## config.mk

```make
export PLATFORM = sky130hd
export DESIGN_NAME = grs_latch
export DESIGN_NICKNAME = d
export VERILOG_FILES = /design/src/rtl/grs_latch.sv
export SDC_FILE = /design/constraint.sdc
export NUM_CORES = 1
export LEC_CHECK = 0
export BUFFER_PORTS_ARGS = -buffer_cell sky130_fd_sc_hd__buf_2
export CAP_MARGIN = 20
export CORE_AREA = 2 2 39 41
export DETAILED_ROUTE_END_ITERATION = 12
export DIE_AREA = 0 0 41 43
export PLACE_DENSITY_LB_ADDON = 0.1
export SLEW_MARGIN = 20
export SYNTH_ARGS = -nofsm -noshare
export SYNTH_HDL_FRONTEND = slang
export SYNTH_SLANG_ARGS = --single-unit
```

## constraint.sdc

```tcl
create_clock -name CLK -period 1.14 [get_ports CLK]
set_input_delay 0.057 -clock CLK [delete_from_list [all_inputs] [get_ports CLK]]
set_output_delay 0.057 -clock CLK [all_outputs]
set_load 0.02 [all_outputs]
```

## src/rtl/grs_latch.sv

```systemverilog
// Gated RS latch with registered complementary outputs and a sticky forbidden-input flag.
// Optional build macro GRS_LATCH_SYNC_EN adds 2-flop input synchronizers (latency 3 cycles).
module grs_latch (
  input  logic CLK,
  input  logic RST,
  input  logic ENA,
  input  logic R,
  input  logic S,
  output logic Q,
  output logic Q_L,
  output logic FORBID,
  output logic ERR
);

  typedef enum logic [1:0] {
    RST_ST    = 2'd0,
    SET_ST    = 2'd1,
    FORBID_ST = 2'd2
  } state_t;

  state_t state_q, state_d;
  logic   err_q, err_d;
  logic   q_q, q_d;
  logic   q_l_q, q_l_d;
  logic   forbid_q, forbid_d;
  logic   ena_s, r_s, s_s;

`ifdef GRS_LATCH_SYNC_EN
  // Each row carries {ENA, R, S}; row 1 is the metastability-safe output.
  logic [1:0][2:0] sync_q, sync_d;

  always_comb begin
    sync_d[0] = {ENA, R, S};
    sync_d[1] = sync_q[0];
  end

  always_ff @(posedge CLK or posedge RST) begin
    if (RST) sync_q <= '0;
    else     sync_q <= sync_d;
  end

  assign {ena_s, r_s, s_s} = sync_q[1];
`else
  assign ena_s = ENA;
  assign r_s   = R;
  assign s_s   = S;
`endif

  always_comb begin
    state_d = state_q;
    err_d   = err_q;
    if (ena_s && s_s && r_s) begin
      state_d = FORBID_ST;
      err_d   = 1'b1;
    end else if (ena_s && s_s) begin
      state_d = SET_ST;
    end else if (ena_s && r_s) begin
      state_d = RST_ST;
    end else begin
      // Hold, except that the forbidden state always resolves to reset.
      case (state_q)
        SET_ST:  state_d = SET_ST;
        default: state_d = RST_ST;
      endcase
    end
  end

  // Outputs are decoded from the next state and registered alongside it.
  always_comb begin
    q_d      = 1'b0;
    q_l_d    = 1'b1;
    forbid_d = 1'b0;
    case (state_d)
      SET_ST: begin
        q_d   = 1'b1;
        q_l_d = 1'b0;
      end
      FORBID_ST: begin
        q_l_d    = 1'b0;
        forbid_d = 1'b1;
      end
      default: ;
    endcase
  end

  always_ff @(posedge CLK or posedge RST) begin
    if (RST) begin
      state_q  <= RST_ST;
      err_q    <= 1'b0;
      q_q      <= 1'b0;
      q_l_q    <= 1'b1;
      forbid_q <= 1'b0;
    end else begin
      state_q  <= state_d;
      err_q    <= err_d;
      q_q      <= q_d;
      q_l_q    <= q_l_d;
      forbid_q <= forbid_d;
    end
  end

  assign Q      = q_q;
  assign Q_L    = q_l_q;
  assign FORBID = forbid_q;
  assign ERR    = err_q;

endmodule

```

# After elaboration in Yosys (flattened, before gate mapping)
# Cells that the tools add are included.
[word_totals]
out_inout_bits = 4
inputBits = 5
reg_bits = 6
wordCells = 19
[classes]
eq_ne = 3
n_mux = 7
n_reduce_logical = 4
[op_table]
columns = ["op", "n"]
rows = [
  ["$mux W1", 6],
  ["$eq A2 B1 Y1 const B", 2],
  ["$logic_and A1 B1 Y1", 3],
  ["$eq A2 B2 Y1 const B", 1],
  ["$mux W2", 1],
  ["$reduce_or A2 Y1", 1],
]

# Logic depth before layout (Yosys ltp)
[logic_depth]
word_depth = 8
ltp_mapped = 2
ltp_nobuf = 2

# Worst setup path after synthesis
# OpenSTA, ideal clock, no wires.
[synth_path]
path_type = "reg2reg"
start = "register state_q[1]"
end = "register q_l_q, in the netlist Q_L"
stages_incl_launch_ff = 3
synth_period_minus_slack_ns = 0.845
t_arrival_ns = 0.768
path_slack_ns = 0.295
cell_sequence = "dfrtp_1 > nand2b_1 > o21a_1"
[synth_between]
elab_chain_cells = 8
[synth_lines]
columns = ["item", "line_no", "text"]
rows = [
  ["start, declared", "21", "state_t state_q, state_d;"],
  ["start signal, assigned", "94", "state_q <= state_d;"],
  ["$eq A2 B1 Y1 (*)", "61", "case (state_q)"],
  ["$mux W1 (*)", "61", ""],
  ["$mux W1 (*)", "57", "end else if (ena_s && r_s) begin"],
  ["$mux W1 (*)", "55", "end else if (ena_s && s_s) begin"],
  ["$mux W2 (*)", "52", "if (ena_s && s_s && r_s) begin"],
  ["$eq A2 B2 Y1 / $eq A2 B1 Y1 (equally long branches)", "73", "case (state_d)"],
  ["$reduce_or A2 Y1 (no source line) (*)", "--", ""],
  ["$mux W1 (*)", "73", ""],
  ["via q_l_d", "24", "logic q_l_q, q_l_d;"],
  ["end signal, assigned", "97", "q_l_q <= q_l_d;"],
  ["end, declared", "24", ""],
]
# Mark *: on every way through the listed nets, which the timed path passes. The rest lies on a longest branch.
# A chain may end at the register's enable or synchronous reset.

# Final worst setup path
[layout_path]
start = "register q_l_q, in the netlist Q_L"
end = "output port Q_L"
[layout_lines]
columns = ["item", "line_no", "text"]
rows = [
  ["end, declared", "10", "output logic Q_L,"],
]
# No word-level cell between the ends.

==> impl_metrics.py <==
metrics = {
    "floorplan": {
        "die_h_um": 43,
        "core_mm2": 0.001384,
        "pin_count": 9,
        "start_util_pct": 11.03,
        "rows": 14,
        "die-width_um": 41,
        "die_area_mm2": 0.001763,
    },
    "timing": {
        "max_slew_margin_pct": 90.24,
        "finalHoldViolCount": 0,
        "finalCritPeriodShare_pct": 82.17,
        "fin_tns_setup_ps": 0,
        "slew_viol_final": 0,
        "fmax_mhz": 1067,
        "setup_viol": 0,
        "rsz0062_at_grt": "false",
        "tightest_slew_ps": 146.3,
        "fin_crit_ps": 936.8,
        "fin_skew_ps": 6.471,
    },
    "logic_synthesis": {
        "ys_ff_latch": 4,
        "synthAdderAreaFrac_pct": 0,
        "yosysTopAreaCell": "dfrtp_1",
        "synth_top_family_by_area": "simple AND/OR/NAND/NOR gates",
        "synth_xor_area_share_pct": 0,
        "synthSimpleGateAreaFrac_pct": 22.95,
        "syn-cell-area_um2": 152.6,
        "synthMuxAreaShare_pct": 0,
        "synth_cell_types": 10,
        "synth.top_cells.by_area": "dfrtp_1 (49%), dfstp_2 (17%), and3_4 (7.4%)",
        "synth.net_count": 17,
        "synth_cells": 12,
        "synth_compound_area_share_pct": 8.197,
        "yosys_warnings": 0,
        "synth_top_area_share_pct": 49.18,
        "syn-mean-instance-area_um2": 12.72,
        "ys_seq_area_share_pct": 66.39,
    },
    "power": {
        "power.density_mw_per_mm2": 1606,
        "irDropWorstVdd_mv": 0.2602,
        "p_leak_nw": 0.1173,
        "fin_total_pwr_mw": 0.4000,
    },
    "cts": {
        "clock-sinks": 4,
        "htreeDepth": 1,
        "clk_pin_slew_ps": 30,
        "clk_latency_ps": 240,
        "cts_buffers": 3,
        "post_cts_buffers": 0,
        "cts-root-buf": "clkbuf_4",
        "cts_tree": "done",
        "max-clock-path-buffers": 2,
        "ctsResizeCount": 0,
    },
    "routing": {
        "viasPerCell": 3.098,
        "wire_per_inst_um": 7.415,
        "ant_nets": 0,
        "vias": 127,
        "drc": 0,
        "first_iter_violations": 0,
        "dr.pass1.iters": 1,
        "wl_um": 304,
    },
    "job": {
        "max_cap_viol_count": 0,
    },
    "finish": {
        "final_area_um2": 249.0,
        "drive_gt1_share_pct": 56.00,
        "syn_to_final_growth_pct": 63.12,
        "finalNetCount": 31,
        "nFillCells": 162,
        "final_core_util_pct": 17.99,
        "antennaDiodeCount": 0,
    },
    "global_routing": {
        "antenna_found_initial": 0,
        "grt_max_degree": 5,
        "grt_overflow": 0,
        "grt_use_total_pct": 5.847,
        "grt_pass1_wl_um": 503,
        "grt_pass1_vias": 121,
    },
    "setup_path": {
        "critical_path.top_delay_family": "flip-flops",
        "crit_type": "flip-flop to primary output",
        "startpoint_type": "flip-flop",
        "arrival_ps": 880,
        "cp-end-kind": "primary output",
        "worst-path-buf-inv": 1,
        "max_stage_delay_ps": 500,
        "required_ps": 1080,
        "cp_max_fo": 1,
        "crit_chain": "buf_2",
        "cp_slowest_cell": "dfstp_2",
        "timing.reg2reg.setup_slack_ps": 370,
    },
    "placement": {
        "portBuffers": 8,
        "placed_area_um2": 212.7,
        "gp_congestion": 0.5353,
    },
    "min_path": {
        "hold_class": "primary input to flip-flop",
    },
    "status": {
        "status": "completed",
    },
}
area by class of cell:
class | instances | area, µm² | share of cell area [%]
Inverter | 1 | 3.754 | 1.508
Timing Repair Buffer | 9 | 50.05 | 20.10
Multi-Input combinational cell | 7 | 47.55 | 19.10
Sequential cell | 4 | 101.3 | 40.70
Tap cell | 16 | 20.02 | 8.040
Clock buffer | 4 | 26.28 | 10.55
synthesized netlist by cell type, drive strengths merged:
cell / number
nand2: 1
o21a: 1
and2: 1
dfrtp: 3
inv: 1
and3: 1
nand2b: 1
dfstp: 1
a21oi: 1
or2: 1
cell families (layout without fill, tap and decap cells):
family | after synthesis | after routing
AOI/OAI and AO/OA | 2 | 2
and+or+nand+nor | 5 | 5
buffers and inverters | 1 | 14
DFF | 4 | 4
path summary, 6_finish.rpt:
kind	start	to	depth (start not counted)
setup / recovery	Q_L	Q_L	1
min in group asynchronous	RST	state_q[1]	3
hold / removal	S	Q_L	3
max in group asynchronous	RST	Q_L	3
hold reg to reg	ERR	ERR	1
setup reg to reg	state_q[1]	Q_L	2
cells in the final DEF, fill, tap and decap left out:
| cell type | n |
|---|---|
| o21a_1 | 1 |
| buf_2 | 8 |
| clkbuf_1 | 1 |
| nand2_1 | 1 |
| and2_2 | 1 |
| a21oi_1 | 1 |
| dlygate4sd3_1 | 1 |
| inv_1 | 1 |
| dfstp_2 | 1 |
| and3_4 | 1 |
| dfrtp_1 | 3 |
| or2_1 | 1 |
| nand2b_1 | 1 |
| clkbuf_4 | 3 |
layer usage:
metal / wire length [µm] / vias to the layer above / part of all wire, % / GRT usage (%)
met5: 0 / - / 0 / 0
met4: 0 / 0 / 0 / 12.00
met3: 41 / 0 / 13 / 4.712
met2: 137 / 7 / 45 / 4.688
met1: 125 / 54 / 41 / 5.212
li1: - / 66 / - / -
sequential cells by signal (all words and copies together), names as in the netlist:
name	cells
Q_L	1
Q	1
ERR	1
state_q	1
stage by stage:
stage	setup slack (ps)	hold WS, ps	std cells
floorplan	294.7	-177.6	12
finish	203.2	93.62	41
CTS	186.8	83.15	41
detailed placement	373.4	-54.77	36
global route	159.2	90.65	41
global placement	384.5	-55.06	36
power by group:
part / internal [mW] / switching, mW
Sequential: 0.155 / 0.00309
Combinational: 0.0225 / 0.0284
Clock: 0.131 / 0.0592
repair_timing:
action | 4_1_cts | 5_1_grt
endpoints found under the setup margin | 0 | 0
hold buffers | 1 | 0
endpoints found under the hold margin | 4 | 0
Power figures use the tool's default switching activity.
